==> src/rtl/frame_capture_ctrl.sv <==
// Frame capture sequencer: aligns to a frame boundary, discards skip_frames frames, then forwards
// num_frames whole frames with one cycle of latency and checks their line/frame geometry.
module frame_capture_ctrl #(
  parameter int WIDTH      = 640,
  parameter int HEIGHT     = 512,
  parameter int DATA_WIDTH = 12,
  parameter int CNT_W      = 8
) (
  input  logic                  pix_clk,
  input  logic                  rstb,
  input  logic                  start,
  input  logic                  abort,
  input  logic [CNT_W-1:0]      num_frames,
  input  logic [CNT_W-1:0]      skip_frames,
  input  logic                  clear_err,
  input  logic                  fval,
  input  logic                  lval,
  input  logic                  dval,
  input  logic [DATA_WIDTH-1:0] pix_data,
  output logic                  out_fval,
  output logic                  out_lval,
  output logic                  out_dval,
  output logic [DATA_WIDTH-1:0] out_pix_data,
  output logic                  busy,
  output logic                  done,
  output logic [CNT_W-1:0]      frame_cnt,
  output logic                  err_line_len,
  output logic                  err_frame_len
);

  localparam logic [15:0] WIDTH_C  = 16'(WIDTH);
  localparam logic [15:0] HEIGHT_C = 16'(HEIGHT);

  typedef enum logic [2:0] {
    ST_IDLE     = 3'd0,
    ST_ARM      = 3'd1,
    ST_WAIT_SOF = 3'd2,
    ST_SKIP     = 3'd3,
    ST_CAPTURE  = 3'd4,
    ST_DONE     = 3'd5
  } state_t;

  function automatic logic [15:0] sat_inc(input logic [15:0] v);
    if (v == 16'hFFFF) begin
      return v;
    end else begin
      return v + 16'd1;
    end
  endfunction

  state_t                  state_r;
  logic [CNT_W-1:0]        num_r;
  logic [CNT_W-1:0]        skip_rem_r;
  logic [CNT_W-1:0]        frame_cnt_r;
  logic                    busy_r;
  logic                    done_r;
  logic                    out_fval_r;
  logic                    out_lval_r;
  logic                    out_dval_r;
  logic [DATA_WIDTH-1:0]   out_pix_r;
  logic                    fval_d_r;
  logic                    lval_d_r;
  logic                    abort_kill_r;
  logic [15:0]             pix_cnt_r;
  logic [15:0]             line_cnt_r;
  logic                    err_line_r;
  logic                    err_frame_r;

  logic                    cap_en_s;
  logic [CNT_W:0]          cnt_next_s;
  logic                    last_frame_s;
  logic                    line_fall_s;
  logic                    frame_fall_s;
  logic [15:0]             lines_at_end_s;
  logic                    line_err_s;
  logic                    frame_err_s;

  // Forwarding window: the whole capture frame, or the very first cycle of a frame when no skips remain
  always_comb begin
    cap_en_s = 1'b0;
    if (abort) begin
      cap_en_s = 1'b0;
    end else if (state_r == ST_CAPTURE) begin
      cap_en_s = 1'b1;
    end else if ((state_r == ST_WAIT_SOF) && fval && (skip_rem_r == {CNT_W{1'b0}})) begin
      cap_en_s = 1'b1;
    end else begin
      cap_en_s = 1'b0;
    end
  end

  // Frame count lookahead; one extra bit so num_frames at full scale still compares cleanly
  always_comb begin
    cnt_next_s   = {1'b0, frame_cnt_r} + {{CNT_W{1'b0}}, 1'b1};
    last_frame_s = (cnt_next_s == {1'b0, num_r});
  end

  // Capture sequencer with registered busy/done/frame_cnt
  always_ff @(posedge pix_clk or negedge rstb) begin
    if (!rstb) begin
      state_r     <= ST_IDLE;
      num_r       <= {CNT_W{1'b0}};
      skip_rem_r  <= {CNT_W{1'b0}};
      frame_cnt_r <= {CNT_W{1'b0}};
      busy_r      <= 1'b0;
      done_r      <= 1'b0;
    end else begin
      done_r <= 1'b0;
      if (abort && (state_r != ST_IDLE)) begin
        state_r <= ST_IDLE;
        busy_r  <= 1'b0;
      end else begin
        case (state_r)
          ST_IDLE: begin
            if (start && !abort) begin
              num_r       <= num_frames;
              skip_rem_r  <= skip_frames;
              frame_cnt_r <= {CNT_W{1'b0}};
              busy_r      <= 1'b1;
              if (num_frames == {CNT_W{1'b0}}) begin
                state_r <= ST_DONE;
                done_r  <= 1'b1;
              end else begin
                state_r <= ST_ARM;
              end
            end
          end
          ST_ARM: begin
            if (!fval) begin
              state_r <= ST_WAIT_SOF;
            end
          end
          ST_WAIT_SOF: begin
            if (fval) begin
              state_r <= (skip_rem_r != {CNT_W{1'b0}}) ? ST_SKIP : ST_CAPTURE;
            end
          end
          ST_SKIP: begin
            if (!fval) begin
              skip_rem_r <= skip_rem_r - {{(CNT_W-1){1'b0}}, 1'b1};
              state_r    <= ST_WAIT_SOF;
            end
          end
          ST_CAPTURE: begin
            if (!fval) begin
              frame_cnt_r <= cnt_next_s[CNT_W-1:0];
              if (last_frame_s) begin
                state_r <= ST_DONE;
                done_r  <= 1'b1;
              end else begin
                state_r <= ST_WAIT_SOF;
              end
            end
          end
          ST_DONE: begin
            state_r <= ST_IDLE;
            busy_r  <= 1'b0;
          end
          default: begin
            state_r <= ST_IDLE;
            busy_r  <= 1'b0;
          end
        endcase
      end
    end
  end

  // Gated, one-cycle-delayed video towards the grabber
  always_ff @(posedge pix_clk or negedge rstb) begin
    if (!rstb) begin
      out_fval_r <= 1'b0;
      out_lval_r <= 1'b0;
      out_dval_r <= 1'b0;
      out_pix_r  <= {DATA_WIDTH{1'b0}};
    end else begin
      out_fval_r <= fval & cap_en_s;
      out_lval_r <= lval & cap_en_s;
      out_dval_r <= dval & cap_en_s;
      out_pix_r  <= (dval & cap_en_s) ? pix_data : {DATA_WIDTH{1'b0}};
    end
  end

  // Edge detection on the forwarded stream; an abort-induced frame end is not judged
  always_comb begin
    line_fall_s    = lval_d_r & ~out_lval_r;
    frame_fall_s   = fval_d_r & ~out_fval_r;
    lines_at_end_s = line_fall_s ? sat_inc(line_cnt_r) : line_cnt_r;
    line_err_s     = line_fall_s & ~abort_kill_r & (pix_cnt_r != WIDTH_C);
    frame_err_s    = frame_fall_s & ~abort_kill_r & (lines_at_end_s != HEIGHT_C);
  end

  // Saturating pixel-per-line and line-per-frame counters over forwarded video
  always_ff @(posedge pix_clk or negedge rstb) begin
    if (!rstb) begin
      fval_d_r     <= 1'b0;
      lval_d_r     <= 1'b0;
      abort_kill_r <= 1'b0;
      pix_cnt_r    <= 16'd0;
      line_cnt_r   <= 16'd0;
    end else begin
      fval_d_r     <= out_fval_r;
      lval_d_r     <= out_lval_r;
      abort_kill_r <= abort & (state_r != ST_IDLE);
      if (abort_kill_r) begin
        pix_cnt_r  <= 16'd0;
        line_cnt_r <= 16'd0;
      end else begin
        if (line_fall_s) begin
          pix_cnt_r <= 16'd0;
        end else if (out_dval_r) begin
          pix_cnt_r <= sat_inc(pix_cnt_r);
        end
        if (frame_fall_s) begin
          line_cnt_r <= 16'd0;
        end else if (line_fall_s) begin
          line_cnt_r <= sat_inc(line_cnt_r);
        end
      end
    end
  end

  // Sticky geometry flags; a new error in the clearing cycle keeps the flag set
  always_ff @(posedge pix_clk or negedge rstb) begin
    if (!rstb) begin
      err_line_r  <= 1'b0;
      err_frame_r <= 1'b0;
    end else begin
      err_line_r  <= line_err_s | (err_line_r & ~clear_err);
      err_frame_r <= frame_err_s | (err_frame_r & ~clear_err);
    end
  end

  assign out_fval      = out_fval_r;
  assign out_lval      = out_lval_r;
  assign out_dval      = out_dval_r;
  assign out_pix_data  = out_pix_r;
  assign busy          = busy_r;
  assign done          = done_r;
  assign frame_cnt     = frame_cnt_r;
  assign err_line_len  = err_line_r;
  assign err_frame_len = err_frame_r;

endmodule

==> config.mk <==
export PLATFORM = sky130hd
export DESIGN_NAME = frame_capture_ctrl
export DESIGN_NICKNAME = d
export VERILOG_FILES = /design/src/rtl/frame_capture_ctrl.sv
export SDC_FILE = /design/constraint.sdc
export NUM_CORES = 1
export LEC_CHECK = 0
export ABC_AREA = 1
export CAP_MARGIN = 20
export CORE_UTILIZATION = 30
export DETAILED_ROUTE_END_ITERATION = 8
export HOLD_SLACK_MARGIN = 0.1
export PLACE_DENSITY_LB_ADDON = 0.15
export SYNTH_ARGS = -nofsm -noshare
export SYNTH_HDL_FRONTEND = slang
export SYNTH_SLANG_ARGS = --single-unit
==> constraint.sdc <==
create_clock -name pix_clk -period 2 [get_ports pix_clk]
set_input_delay 0.4 -clock pix_clk [delete_from_list [all_inputs] [get_ports pix_clk]]
set_output_delay 0.4 -clock pix_clk [all_outputs]
set_load 0.01 [all_outputs]
Word-level counts from Yosys, hierarchy flattened
Cells that the tools add are included.

Multiplexer cells: 36. Reductions and logical operators: 21. Equal/unequal tests: 18. $add $sub $neg: 4. Bitwise gates (word level): 19.

Operator list (count): 2-to-1 mux 16 bit (8); adder 16 x 1 -> 16 bit (second input constant) (2); == test 16 bit (second input constant) (2); 2-to-1 mux 8 bit (4); != test 16 x 10 -> 1 bit (second input constant) (2); case mux 8 bit (2 select lines) (2); 2-to-1 mux 3 bit (8); logical NOT 8 bit (2); bitwise AND 1 bit (12); 2-to-1 mux 12 bit (1); case mux 3 bit (4 select lines) (1); AND reduction 4 bit (3); 2-to-1 mux 1 bit (10); adder 8 x 1 -> 9 bit (second input constant) (1); == test 9 x 8 -> 1 bit (1); != test 3 x 2 -> 1 bit (second input constant) (3); nonzero test 8 bit (1); subtractor 8 x 1 -> 8 bit (second input constant) (1); == test 3 x 2 -> 1 bit (second input constant) (2); != test 2 bit (second input constant) (3); != test 3 bit (second input constant) (2); nonzero test 3 bit (2); inverter 1 bit (5); logical AND 1 bit (4); 12 further kinds (16).

Output and inout port bits: 27. Word-level logic and storage cells: 115. Register bits after elaboration: 81.

Depth between registers and ports, before layout
Depth in word-level cells: 8. Depth in mapped cells: 15. Depth with buffers taken out: 15.

Worst setup path before layout
OpenSTA, ideal clock, no wires.

Path type: flip-flop to flip-flop. Start point: register line_cnt_r[0]. End point: register err_frame_r, in the netlist err_frame_len. Path slack: 289 ps. Period minus slack after synthesis: 1711 ps. Data arrival time: 1595 ps. Stages on the path, launching flop included: 16. Path buffers: 0. Cell sequence: dfrtp_1 ha_1 inv_1 nor2_4 nand2_4 inv_1 nand2_1 nand3_1 nand2_1 nand2_1 nor2_1 nand2_1 nor2_1 nand2_1 nand2_1 nand2_1.

Word-level cells in the longest chain between the ends: 6. Elaborated cells between the ends (all ways): 7. Those cells by class: 1 x add/sub; 2 x eq/ne; 2 x mux; 2 x bitwise.

Ends and longest elaborated chain: start: declaration (line 65) `logic [15:0] line_cnt_r;`; start signal: assignment (line 216) `line_cnt_r <= sat_inc(line_cnt_r);`; adder 16 x 1 -> 16 bit or == test 16 bit (tied branches) (line 47, 44); 2-to-1 mux 16 bit; 2-to-1 mux 16 bit *; != test 16 x 10 -> 1 bit * (line 189) `frame_err_s = frame_fall_s & ~abort_kill_r & (lines_at_end_s != HEIGHT_C);`; bitwise AND 1 bit * (line 189); OR 1 bit * (line 229) `err_frame_r <= frame_err_s | (err_frame_r & ~clear_err);`; end signal: assignment (line 229); end: declaration (line 67) `logic err_frame_r;`.

Every way passes the cells marked *; elsewhere a longest branch is shown, timed or not. A chain may end at the register's enable or synchronous reset.

Worst setup path after layout
Start point: register frame_cnt_r[2], in the netlist frame_cnt[2]. End point: output port frame_cnt[2].

RTL lines: start: declaration (line 54) `logic [CNT_W-1:0] frame_cnt_r;`; start signal: assignment (line 104) `frame_cnt_r <= {CNT_W{1'b0}};`; start signal: assignment (line 118) `frame_cnt_r <= {CNT_W{1'b0}};`; start signal: assignment (line 146) `frame_cnt_r <= cnt_next_s[CNT_W-1:0];`; end: declaration (line 26) `output logic [CNT_W-1:0] frame_cnt,`.

No word-level cell between the ends.

==> summary.md <==
| Metric | Value |
|---|---|
| Status | `finished, final reports clean` |
| Final setup viols | `0` |
| # DRC | `0` |
| Initial antenna violation count | `0` |
| Post-Route Skew | `between 0.008 and 0.009 ns` |
| Inst Count DP | `~880` |
| Mux cell area share after synthesis | `less than 1%` |
| Die Y-Extent | `approximately 130 um` |
| Layout cell share with drive strength beyond 1 | `under 10%` |
| Worst-Skew Late Latency | `0.34 ns` |
| Post-DR vias/cell | `roughly 4.7` |
| Post-synth cell types | `36` |
| Syn Nets | `659` |
| Largest family of logic cells by synthesized area | `simple AND/OR/NAND/NOR gates` |
| Tcrit/Tclk final | `around 92%` |
| Antenna-violating nets left | `0` |
| Largest net degree at the start of global routing | `36` |
| Critical Path AT | `roughly 1.4 ns` |
| Crit path kind | `reg -> out` |
| Row cnt | `44` |
| Area Overhead vs Synth | `30.8%` |
| CP peak stage delay | `around 0.6 ns` |
| Worst slew margin | `66.0%` |
| Tightest Pin Transition | `approximately 0.51 ns` |
| Min Tclk post-route | `between 1.5 and 2 ns` |
| Syn_area_per_cell | `about 7.4 um^2` |
| Global-route wire length before repair | `approximately 19,000 um` |
| Yosys reg bits | `81` |
| Post-synthesis xor/xnor area fraction | `1.92%` |
| Final global-route overflow total | `0` |
| Async SR Flop Fraction | `100%` |
| Slowest cell on crit path | `clkdlybuf4s50_1` |
| DR vias | `~4,200` |
| CTS max path bufs | `2` |
| EDFF count, synth | `0` |
| Crit path buffers/inverters | `1` |
| Clk slew on worst S/H paths | `about 0.060 ns` |
| Main synth FF type | `dfrtp_1` |
| I/O pins | `63` |
| Non-Filler Instances | `898` |
| Synth Cell Area | `between 4000 and 5000 um^2` |
| RR Endpoint | `err_frame_len` |
| Root buffer cell | `clkbuf_16` |
| Reg-to-reg startpoint | `line_cnt_r[2]` |
| Ys Warns | `0` |
| Vias in the first global route | `about 4,000` |
| Hold/Removal Path Class | `reg -> reg` |
| Final number of max-transition violations | `0` |
| Total GRT Usage | `14.5%` |
| Hpwl dp | `between 8000 and 9000 um` |
| Initial detailed-routing violation count | `240` |
| Startpoint types | `flop` |
| Horiz. Die Dim | `roughly 130 um` |
| Mapped Cells | `approximately 620` |
| Pwr dens | `842 nW/um^2` |
| CP Cell Sequence | `clkdlybuf4s50_1` |
| CP Max Fanout | `8` |
| Clock Sinks | `81` |
| Worst EP required | `1.60 ns` |
| WL final | `around 11,000 um` |
| Starting Density | `31.0%` |
| Worst reg2reg setup slack | `roughly 0.21 ns` |
| Final hold violations | `0` |
| Post-synthesis sequential area ratio | `between 40 and 50%` |
| Compound-gate portion of the synthesized area | `a little over a tenth` |
| Hold path startpoint | `out_fval` |
| PortBufs | `between 60 and 70` |
| Mean routed wirelength per cell | `12.1 um` |
| H-tree depth | `3` |
| # nets final | `751` |
| Pleak | `between 0.002 and 0.003 uW` |
| Power, Total | `~5000 uW` |
| Max Fclk | `545 MHz` |
| Post-Synth Simple-Gate Area | `between 30 and 40%` |
| Die ar. | `around 16,000 um^2` |
| Antenna Cells | `0` |
| Reg2Reg Depth | `13` |
| CTS tree | `built` |
| Hold WS | `0.460 ns` |
| Synth Area in Adders | `1.65%` |
| Fin util | `40.5%` |
| Final Wtd Congestion | `about 0.8` |
| Total of max-cap violations | `0` |
| Number of detailed-route iterations in the first pass | `6` |
| Hold depth | `0` |
| CP endpoint kind | `output port` |
| Peak supply drop | `~0.45 mV` |
| Min-Delay Endpoint | `fval_d_r` |
| TritonCTS Buffers | `9` |
| Delay-heaviest family, CP | `buffers and inverters` |
| CORE AREA | `~15,000 um^2` |
layout make-up:
cell class	count	area (um^2)
clock inverter	5	108
inverter	91	342
clock buffer	11	253
multi-input combinational	434	2150
tap	184	230
sequential	81	2030
timing repair buffer	92	846
fill	1473	8740
Yosys cell counts, drive strengths merged (3+ instances only):
cell type / n / area share, %
nand2: 167 / 14
inv: 90 / 7.4
dfrtp: 81 / 44
nor2: 78 / 7.7
nand3: 44 / 5.1
o21ai: 37 / 4.1
a21oi: 30 / 3.3
nand4: 13 / 1.8
nor3: 13 / 1.9
nand3b: 8 / 1.3
clkbuf: 7 / 0.58
o22ai: 7 / 0.96
ha: 6 / 1.6
xnor2: 5 / 0.96
xor2: 5 / 0.96
a31oi: 4 / 0.55
buf: 4 / 0.44
nor4: 3 / 0.41
metrics by stage:
step / setup slack, ns / cell area, um^2 / TNS, ns
5_1_grt: -0.00960 / 5960 / -0.00960
3_5_place_dp: 0.0940 / 5560 / 0
2_1_floorplan: 0.289 / 4560 / 0
6_report: 0.166 / 5960 / 0
4_1_cts: 0.146 / 5930 / 0
3_3_place_gp: 0.108 / 5560 / 0
worst max path at each step:
| stage | start | to | slack (ns) | cells past startpoint |
|---|---|---|---|---|
| floorplan | line_cnt_r[0] | err_frame_len | 0.29 | 15 |
| global placement | start | done | 0.11 | 9 |
| detailed placement | abort | skip_rem_r[1] | 0.09 | 9 |
| CTS | frame_cnt[2] | frame_cnt[2] | 0.15 | 1 |
| global route | line_cnt_r[0] | err_frame_len | -0.01 | 15 |
| finish | frame_cnt[2] | frame_cnt[2] | 0.17 | 1 |
where the power goes:
group | internal (uW) | switching, uW | total (uW)
registers | 1830 | 149 | 1980
logic | 421 | 620 | 1040
clock network | 1300 | 700 | 2000
per-layer routing:
layer / track usage [%] / up-vias / share of wire [%]
met5: 0 / - / 0
li1: - / 2170 / -
met4: 5.74 / 0 / 1.2
met2: 24.3 / 74 / 48
met1: 18.9 / 1963 / 48
met3: 2.31 / 12 / 3.3
cell families after synthesis:
kind of cell | after synthesis
AO/OA/AOI/OAI | 87
XOR/XNOR | 10
adder cells (fa/ha/maj) | 6
buffers and inverters | 102
flip-flops | 81
multiplexers | 1
AND/OR/NAND/NOR | 330
state kept, by name, indices dropped and copies added, names as in the netlist, 3 cells and up:
name          cells
frame_cnt         8
line_cnt_r       16
num_r             8
out_pix_data     12
pix_cnt_r        16
skip_rem_r        8
state_r           3
cells in the final DEF, fill, tap and decap left out, types with 7 or more instances in the layout:
cell type and n:
o22ai_1 7, a21oi_1 30, o21ai_0 34, nand3_1 43
buf_4 30, nand4_1 13, inv_1 90, nand2_1 163
clkdlybuf4s50_1 61, dfrtp_1 79, nor2_1 69, nand3b_1 8
nor3_1 9, clkbuf_16 9
repair_timing:
action                                  4_1_cts  5_1_grt
gates resized for setup                       0        9
hold buffers                                  1        0
setup buffers                                 0        2
endpoints found under the setup margin        0        5
hold endpoints to repair                     30        0
Power figures use the tool's default switching activity.
